$ cat config.mk
export PLATFORM = sky130hd
export DESIGN_NAME = uart_rx_cfg
export DESIGN_NICKNAME = d
export VERILOG_FILES = /design/src/rtl/uart_rx_cfg.sv
export SDC_FILE = /design/constraint.sdc
export NUM_CORES = 1
export LEC_CHECK = 0
export CAP_MARGIN = 20
export CORE_UTILIZATION = 57
export DETAILED_ROUTE_END_ITERATION = 12
export PLACE_DENSITY = 0.76
export SLEW_MARGIN = 5
export SYNTH_ARGS = -nofsm -noshare
export SYNTH_HDL_FRONTEND = slang
export SYNTH_SLANG_ARGS = --single-unit
$ cat constraint.sdc
create_clock -name clk -period 2.7 [get_ports clk]
set_clock_uncertainty 0.1 [all_clocks]
set_input_delay 0.54 -clock clk [delete_from_list [all_inputs] [get_ports clk]]
set_output_delay 0.54 -clock clk [all_outputs]
set_load 0.01 [all_outputs]
$ cat src/rtl/uart_rx_cfg.sv
`default_nettype none
// ============================================================================
// Module   : uart_rx_cfg
// Brief    : Parametrised UART receiver with configurable data width, parity
//            and stop bits, start-bit glitch rejection, error sideband flags
//            and a valid/ready holding register toward the consumer.
// Revision : 1.0 - initial release
// ============================================================================
module uart_rx_cfg #(
    parameter int CLKS_PER_BIT = 143,
    parameter int DATA_BITS    = 8,
    parameter int PARITY       = 0,
    parameter int STOP_BITS    = 1
) (
    input  logic                 clk,
    input  logic                 rst_n,
    input  logic                 rx,
    output logic [DATA_BITS-1:0] data,
    output logic                 data_valid,
    input  logic                 data_ready,
    output logic                 parity_err,
    output logic                 frame_err,
    output logic                 overrun,
    output logic                 busy
);

    localparam int CW = $clog2(CLKS_PER_BIT);
    localparam int BW = $clog2(DATA_BITS + 1);

    localparam logic [CW-1:0] c_CNT_LAST  = CW'(CLKS_PER_BIT - 1);
    localparam logic [CW-1:0] c_CNT_HALF  = CW'(CLKS_PER_BIT / 2 - 1);
    localparam logic [BW-1:0] c_BIT_LAST  = BW'(DATA_BITS - 1);
    localparam logic [BW-1:0] c_STOP_LAST = BW'(STOP_BITS - 1);

    typedef enum logic [2:0] {
        S_IDLE   = 3'd0,
        S_START  = 3'd1,
        S_DATA   = 3'd2,
        S_PARITY = 3'd3,
        S_STOP   = 3'd4,
        S_BREAK  = 3'd5
    } state_t;

    state_t               r_state;
    state_t               w_state_nxt;
    logic [1:0]           r_sync;
    logic                 r_rx_d;
    logic                 w_rx_s;
    logic [CW-1:0]        r_cnt;
    logic [CW-1:0]        w_cnt_nxt;
    logic [BW-1:0]        r_idx;
    logic [BW-1:0]        w_idx_nxt;
    logic [DATA_BITS-1:0] r_shift;
    logic [DATA_BITS-1:0] w_shift_nxt;
    logic                 r_perr;
    logic                 w_perr_nxt;
    logic                 r_ferr;
    logic                 w_ferr_nxt;
    logic                 w_sample;
    logic                 w_done;

    logic [DATA_BITS-1:0] r_data;
    logic                 r_valid;
    logic                 r_perr_out;
    logic                 r_ferr_out;
    logic                 r_overrun;

    assign w_rx_s = r_sync[1];

    always_ff @(posedge clk or negedge rst_n) begin
        if (!rst_n) begin
            r_sync  <= 2'b11;
            r_rx_d  <= 1'b1;
            r_state <= S_IDLE;
            r_cnt   <= '0;
            r_idx   <= '0;
            r_shift <= '0;
            r_perr  <= 1'b0;
            r_ferr  <= 1'b0;
        end else begin
            r_sync  <= {r_sync[0], rx};
            r_rx_d  <= w_rx_s;
            r_state <= w_state_nxt;
            r_cnt   <= w_cnt_nxt;
            r_idx   <= w_idx_nxt;
            r_shift <= w_shift_nxt;
            r_perr  <= w_perr_nxt;
            r_ferr  <= w_ferr_nxt;
        end
    end

    always_comb begin
        w_state_nxt = r_state;
        w_cnt_nxt   = r_cnt + CW'(1);
        w_idx_nxt   = r_idx;
        w_shift_nxt = r_shift;
        w_perr_nxt  = r_perr;
        w_ferr_nxt  = r_ferr;
        w_done      = 1'b0;
        w_sample    = (r_cnt == c_CNT_LAST);
        case (r_state)
            S_IDLE: begin
                w_cnt_nxt = '0;
                if (r_rx_d && !w_rx_s) begin
                    w_state_nxt = S_START;
                    w_idx_nxt   = '0;
                    w_perr_nxt  = 1'b0;
                    w_ferr_nxt  = 1'b0;
                end
            end
            S_START: begin
                // A line that is high again at mid-bit was only a glitch.
                if (r_cnt == c_CNT_HALF) begin
                    w_cnt_nxt   = '0;
                    w_state_nxt = w_rx_s ? S_IDLE : S_DATA;
                end
            end
            S_DATA: begin
                if (w_sample) begin
                    w_cnt_nxt   = '0;
                    w_shift_nxt = {w_rx_s, r_shift[DATA_BITS-1:1]};
                    if (r_idx == c_BIT_LAST) begin
                        w_idx_nxt   = '0;
                        w_state_nxt = (PARITY != 0) ? S_PARITY : S_STOP;
                    end else begin
                        w_idx_nxt = r_idx + BW'(1);
                    end
                end
            end
            S_PARITY: begin
                if (w_sample) begin
                    w_cnt_nxt   = '0;
                    w_perr_nxt  = (((^r_shift) ^ w_rx_s) != (PARITY == 2));
                    w_state_nxt = S_STOP;
                end
            end
            S_STOP: begin
                if (w_sample) begin
                    w_cnt_nxt  = '0;
                    w_ferr_nxt = r_ferr | ~w_rx_s;
                    if (r_idx == c_STOP_LAST) begin
                        w_idx_nxt   = '0;
                        w_done      = 1'b1;
                        w_state_nxt = (r_ferr | ~w_rx_s) ? S_BREAK : S_IDLE;
                    end else begin
                        w_idx_nxt = r_idx + BW'(1);
                    end
                end
            end
            S_BREAK: begin
                w_cnt_nxt = '0;
                if (w_rx_s) begin
                    w_state_nxt = S_IDLE;
                end
            end
            default: begin
                w_cnt_nxt   = '0;
                w_state_nxt = S_IDLE;
            end
        endcase
    end

    // Holding register: a completed frame loads only if the slot is free or
    // being drained in the same cycle; otherwise it is dropped as an overrun.
    always_ff @(posedge clk or negedge rst_n) begin
        if (!rst_n) begin
            r_data     <= '0;
            r_valid    <= 1'b0;
            r_perr_out <= 1'b0;
            r_ferr_out <= 1'b0;
            r_overrun  <= 1'b0;
        end else begin
            r_overrun <= 1'b0;
            if (w_done) begin
                if (!r_valid || data_ready) begin
                    r_data     <= r_shift;
                    r_perr_out <= r_perr;
                    r_ferr_out <= w_ferr_nxt;
                    r_valid    <= 1'b1;
                end else begin
                    r_overrun <= 1'b1;
                end
            end else if (r_valid && data_ready) begin
                r_valid <= 1'b0;
            end
        end
    end

    assign data       = r_data;
    assign data_valid = r_valid;
    assign parity_err = r_perr_out;
    assign frame_err  = r_ferr_out;
    assign overrun    = r_overrun;
    assign busy       = (r_state != S_IDLE);

endmodule
`default_nettype wire

==> impl_metrics.env, run 1 <==
export IMPL_r2r_start="r_idx[0]"
export IMPL_drv_slew=0
export IMPL_rsz0062_at_grt="false"
export IMPL_syn_area_um2=1994
export IMPL_synth_mux_area_frac=0.1317
export IMPL_io_buffer_count=16
export IMPL_min_path_type="in -> async"
export IMPL_syn_to_final_growth_pct=14.18
export IMPL_seqPwrFrac=0.488
export IMPL_worst_r2r_path_depth=7
export IMPL_ir_drop_uv=393.3
export IMPL_syn_nets=171
export IMPL_syn_inst=163
export IMPL_status="complete, no violations"
export IMPL_place_hpwl_um=2462
export IMPL_final_cell_mix="dfrtp_1 (37), clkdlybuf4s50_1 (15), nor2_1 (13)"
export IMPL_finalNetCount=189
export IMPL_cpPeakStageDelay_ns=0.53
export IMPL_hold_violations=0
export IMPL_grt_ovfl_total=0
export IMPL_cpMaxStageDelayCell="dfrtp_1"
export IMPL_synthXorXnorAreaFrac=0.06148
export IMPL_power_density_nw_per_um2=624.8
export IMPL_r2r_setup_slack_ns=0.47
export IMPL_critPathLaunch="r_state[1]"
export IMPL_synth_top_family_by_area="simple AND/OR/NAND/NOR gates"
export IMPL_post_cts_setup_buffer_count=0
export IMPL_finalWirelength_um=3384
export IMPL_end_kind="primary output"
export IMPL_worstSetupEndpoint="busy"
export IMPL_synth_edf_count=0
export IMPL_maxCapViolations=0
export IMPL_worstReg2RegEnd="r_state[0]"
export IMPL_drt_iter0_drc=63
export IMPL_diodes=0
export IMPL_grt_pass1_vias=1272
export IMPL_clk_pin_slew_ns=0.13
export IMPL_drive_above_1_share=0.1703
export IMPL_cp_required_ns=2.06
export IMPL_mostFrequentLayoutCell="dfrtp_1"
export IMPL_track_usage=0.2113
export IMPL_synth_compound_area_frac=0.07152
export IMPL_cts_num_sinks=40
export IMPL_wl_per_cell_um=14.84
export IMPL_power_leakage_nw=1.042
export IMPL_fill_cells=252
export IMPL_cts_root_buf="clkbuf_4"
export IMPL_antenna_found_initial=0
export IMPL_synthSimpleGateAreaFrac=0.1775
export IMPL_insertion_delay_ns=0.35
export IMPL_grt_max_degree=41
export IMPL_instances_no_fill=228
export IMPL_yosysWarnings=0
export IMPL_grt_pass1_wl_um=5644
export IMPL_die_w_um=61.15
export IMPL_p_switching_mw=0.3900
export IMPL_place_gp_congestion=0.7655
export IMPL_power_mw=1.423
export IMPL_p_comb_frac=0.174
export IMPL_fin_util=0.6824
export IMPL_clock_path_buffers=2
export IMPL_core_um2=3337
export IMPL_setup_viol=0
export IMPL_post_route_period_util=0.8869
export IMPL_placedCellCount=220
export IMPL_htree_levels=2
export IMPL_worstPathArrival_ns=1.75
export IMPL_synth_seq_cells=40
export IMPL_fin_crit_ns=2.395
export IMPL_maxSlewHeadroom=0.4224
export IMPL_worst_pin_slew_ns=0.8664
export IMPL_ys_types=45
export IMPL_route_detailed_drc=0
export IMPL_firstDrtPassIters=4
export IMPL_synthFlopType="dfrtp_1"
export IMPL_p_sw_frac=0.2741
export IMPL_crit_type="reg -> out"
export IMPL_route_antenna_remaining_nets=0
export IMPL_vias_per_cell=5.377
export IMPL_die_area_um2=3739
export IMPL_cts_resized=0
export IMPL_die_h_um=61.15
export IMPL_cp_max_fo=12
export IMPL_synth_area_per_cell_um2=12.24
export IMPL_cts_tree="done"
export IMPL_path_cells="or3_1 > clkdlybuf4s50_1"
export IMPL_ios=17
export IMPL_start_util=0.5977
export IMPL_fmax_mhz=417.6
export IMPL_vias=1226
export IMPL_power_internal_mw=1.033
export IMPL_tns_ns=0
export IMPL_cts_inserted_buffers=5
export IMPL_postCtsHoldBufs=0
export IMPL_rows=21
export IMPL_pwr_share_clk=0.338
export IMPL_holdWs_ns=0.1843
export IMPL_startpoint_type="flip-flop"
export IMPL_seq_area_frac_synth=0.5038
export IMPL_async_flop_share=1.000
export IMPL_synthAdderAreaFrac=0.02509
-- power groups by stage --
stage | clock network (mW) | logic [mW] | registers (mW)
final | 0.481 | 0.248 | 0.694
after floorplan | 0 | 0.221 | 0.669
after global routing | 0.512 | 0.284 | 0.705
after global placement | 0 | 0.244 | 0.700
after CTS | 0.492 | 0.253 | 0.694
after detailed placement | 0 | 0.253 | 0.706
-- cells in the mapped netlist, types with 2 or more instances --
library cell / number / share of area
nand2_1: 7 / 0.013
nor3b_1: 4 / 0.015
nand3_1: 6 / 0.015
buf_2: 4 / 0.010
xnor2_1: 10 / 0.044
o21ai_0: 2 / 0.0050
nor2_1: 13 / 0.024
a21oi_1: 3 / 0.0075
dfstp_2: 3 / 0.040
xor2_1: 4 / 0.018
ha_1: 4 / 0.025
nor2b_1: 3 / 0.0094
nand4_1: 2 / 0.0063
mux2_4: 10 / 0.075
dfrtp_1: 37 / 0.46
nand2b_1: 2 / 0.0063
o21ai_1: 5 / 0.013
and2_1: 3 / 0.0094
mux2_1: 10 / 0.056
inv_1: 5 / 0.0094
or3_1: 2 / 0.0063
-- flip-flops by register name, summed over array words and instances, names as in the netlist, 2 cells and up --
| signal | flops |
|---|---|
| data | 8 |
| r_cnt | 8 |
| r_idx | 4 |
| r_shift | 8 |
| r_state | 3 |
| r_sync | 2 |
-- worst min path at each step --
stage                       endpoint  slack, ns  depth (start not counted)
final                     parity_err       0.18                          1
after global routing        r_idx[3]       0.25                          1
after CTS                 parity_err       0.21                          1
after detailed placement   r_sync[1]       0.25                          0
after global placement     r_sync[1]       0.25                          0
after floorplan              data[0]       0.14                          0
-- layout make-up --
| class | instances | area (um2) | area share |
|---|---|---|---|
| inverter | 5 | 18.77 | 0.008242 |
| multi-input combinational | 112 | 932.1 | 0.4093 |
| tap | 46 | 57.56 | 0.02527 |
| timing repair buffer | 17 | 162.7 | 0.07143 |
| clock buffer | 6 | 41.29 | 0.01813 |
| sequential | 40 | 1005 | 0.4412 |
| clock inverter | 2 | 60.06 | 0.02637 |
-- metal layers --
layer / track usage / wire, um / part of all wire / up-vias
li1: - / - / - / 599
met1: 0.2577 / 1512 / 0.45 / 603
met2: 0.3634 / 1727 / 0.51 / 17
met3: 0.03782 / 77 / 0.023 / 7
met4: 0.09740 / 66 / 0.020 / 0
met5: 0 / 0 / 0 / -
-- stage by stage --
step                      setup WS [ns]  instance area (um2)
after global placement           0.5347                 2176
final                            0.3054                 2277
after floorplan                  0.6437                 1994
after detailed placement         0.4719                 2176
after global routing             0.2256                 2277
after CTS                        0.2804                 2277
-- worst max-delay path: cells and delay by family (launching register included) --
kind | cells | cell delay, ns
and+or+nand+nor | 1 | 0.41
DFF | 1 | 0.53
buffers and inverters | 1 | 0.48
-- logic make-up after synthesis --
family / Yosys count
xor gates and xnor gates: 14
AOI/OAI and AO/OA: 20
and+or+nand+nor: 54
adders and majority gates: 4
muxes: 20
DFF: 40
buffers and inverters: 11
Note: power is estimated with default switching activity, not from simulation.
==> run 2, diff against run 1 <==
--- a/config.mk
+++ b/config.mk
@@ -9,6 +9,7 @@
 export CORE_UTILIZATION = 57
 export DETAILED_ROUTE_END_ITERATION = 12
 export PLACE_DENSITY = 0.76
+export REMOVE_ABC_BUFFERS = 1
 export SLEW_MARGIN = 5
 export SYNTH_ARGS = -nofsm -noshare
 export SYNTH_HDL_FRONTEND = slang
==> impl_metrics.env, run 2 (synthesized netlist as in run 1, its figures left out) <==
export IMPL_die_w_um=61.15
export IMPL_grt_pass1_wl_um=5395
export IMPL_vias_per_cell=5.346
export IMPL_startpoint_type="flip-flop"
export IMPL_grt_pass1_vias=1191
export IMPL_start_util=0.5977
export IMPL_route_detailed_drc=0
export IMPL_post_cts_setup_buffer_count=0
export IMPL_power_leakage_nw=1.038
export IMPL_drt_iter0_drc=52
export IMPL_hold_violations=0
export IMPL_wl_met2_um=1595
export IMPL_wl_met1_um=1431
export IMPL_finalNetCount=189
export IMPL_clk_pin_slew_ns=0.12
export IMPL_rsz0062_at_grt="false"
export IMPL_core_um2=3337
export IMPL_place_gp_congestion=0.8290
export IMPL_drv_slew=0
export IMPL_tns_ns=0
export IMPL_route_antenna_remaining_nets=0
export IMPL_worstPathArrival_ns=1.79
export IMPL_mostFrequentLayoutCell="dfrtp_1"
export IMPL_cp_required_ns=2.06
export IMPL_maxCapViolations=0
export IMPL_cts_root_buf="clkbuf_4"
export IMPL_insertion_delay_ns=0.34
export IMPL_cts_inserted_buffers=5
export IMPL_min_path_type="in -> async"
export IMPL_top_layer_used="met4"
export IMPL_fill_cells=255
export IMPL_grt_ovfl_total=0
export IMPL_wl_per_cell_um=13.94
export IMPL_firstDrtPassIters=4
export IMPL_track_usage=0.2050
export IMPL_die_h_um=61.15
export IMPL_end_kind="primary output"
export IMPL_fin_util=0.6790
export IMPL_cts_resized=0
export IMPL_clock_path_buffers=2
export IMPL_power_density_nw_per_um2=599.8
export IMPL_placedCellCount=220
export IMPL_syn_to_final_growth_pct=13.61
export IMPL_die_area_um2=3739
export IMPL_fmax_mhz=411.3
export IMPL_wl_met3_um=90
export IMPL_setup_viol=0
export IMPL_place_hpwl_um=2375
export IMPL_cp_max_fo=12
export IMPL_finalWirelength_um=3179
export IMPL_worst_pin_slew_ns=0.8302
export IMPL_ios=17
export IMPL_drive_above_1_share=0.1758
export IMPL_post_route_period_util=0.9006
export IMPL_instances_no_fill=228
export IMPL_rows=21
export IMPL_status="complete, no violations"
export IMPL_vias=1219
export IMPL_maxSlewHeadroom=0.4465
export IMPL_io_buffer_count=16
export IMPL_diodes=0
export IMPL_ir_drop_uv=447.8
export IMPL_htree_levels=2
export IMPL_crit_type="reg -> out"
export IMPL_cts_num_sinks=40
export IMPL_fin_crit_ns=2.432
export IMPL_final_cell_mix="dfrtp_1 (37), clkdlybuf4s50_1 (15), nor2_1 (13)"
export IMPL_postCtsHoldBufs=0
export IMPL_cts_tree="done"
export IMPL_antenna_found_initial=0
export IMPL_grt_max_degree=41
[run 2: cell count changes in the layout (fill, tap and decap cells not counted)]
cell       previous run  this run
bufinv_16             2         1
clkbuf_1              1         0
clkbuf_8              0         1
clkinv_4              0         1
[run 2: metal layers]
metal | up-vias | GRT usage
li1 | 603 | -
met4 | 0 | 0.09416
met3 | 4 | 0.05882
met2 | 18 | 0.3292
met1 | 594 | 0.2564
met5 | - | 0
[run 2: power breakdown]
group | switching (mW) | internal, mW
registers | 0.0587 | 0.633
clock network | 0.195 | 0.222
logic | 0.139 | 0.112
total | 0.393 | 0.966
[run 2: layout make-up]
class | instances | area [um2] | share of cell area
clock inverters | 2 | 38.79 | 0.01712
inverters | 5 | 18.77 | 0.008283
clock buffers | 6 | 51.30 | 0.02264
multi-input cells | 112 | 932.1 | 0.4114
flip-flops and latches | 40 | 1005 | 0.4434
well taps | 46 | 57.56 | 0.02540
repair buffers | 17 | 162.7 | 0.07178
[run 2: critical path, cell delays in order (launching register included)]
cell	delay [ns]
dfrtp_1	0.53
or3_1	0.43
clkdlybuf4s50_1	0.49
[run 2: path summary, 6_finish.rpt]
path | cells after the start | from | slack, ns | to
max in group asynchronous | 1 | rst_n | 1.80 | r_cnt[0]
hold / removal | 1 | rst_n | 0.18 | data[1]
hold reg to reg | 0 | r_sync[0] | 0.26 | r_sync[1]
setup reg to reg | 7 | r_idx[0] | 0.37 | r_state[0]
min in group clk | 0 | r_sync[0] | 0.26 | r_sync[1]
setup / recovery | 2 | r_state[1] | 0.27 | busy
[run 2: per-stage QoR]
step / hold slack, ns / cell area [um2] / total power, mW / setup slack (ns)
finish: 0.1795 / 2266 / 1.359 / 0.2684
global placement: 0.2468 / 2176 / 0.9462 / 0.5358
detailed placement: 0.2472 / 2176 / 0.9567 / 0.4311
global route: 0.2351 / 2266 / 1.450 / 0.1690
floorplan: 0.1444 / 1956 / 0.8741 / 0.4032
CTS: 0.1949 / 2266 / 1.381 / 0.2430
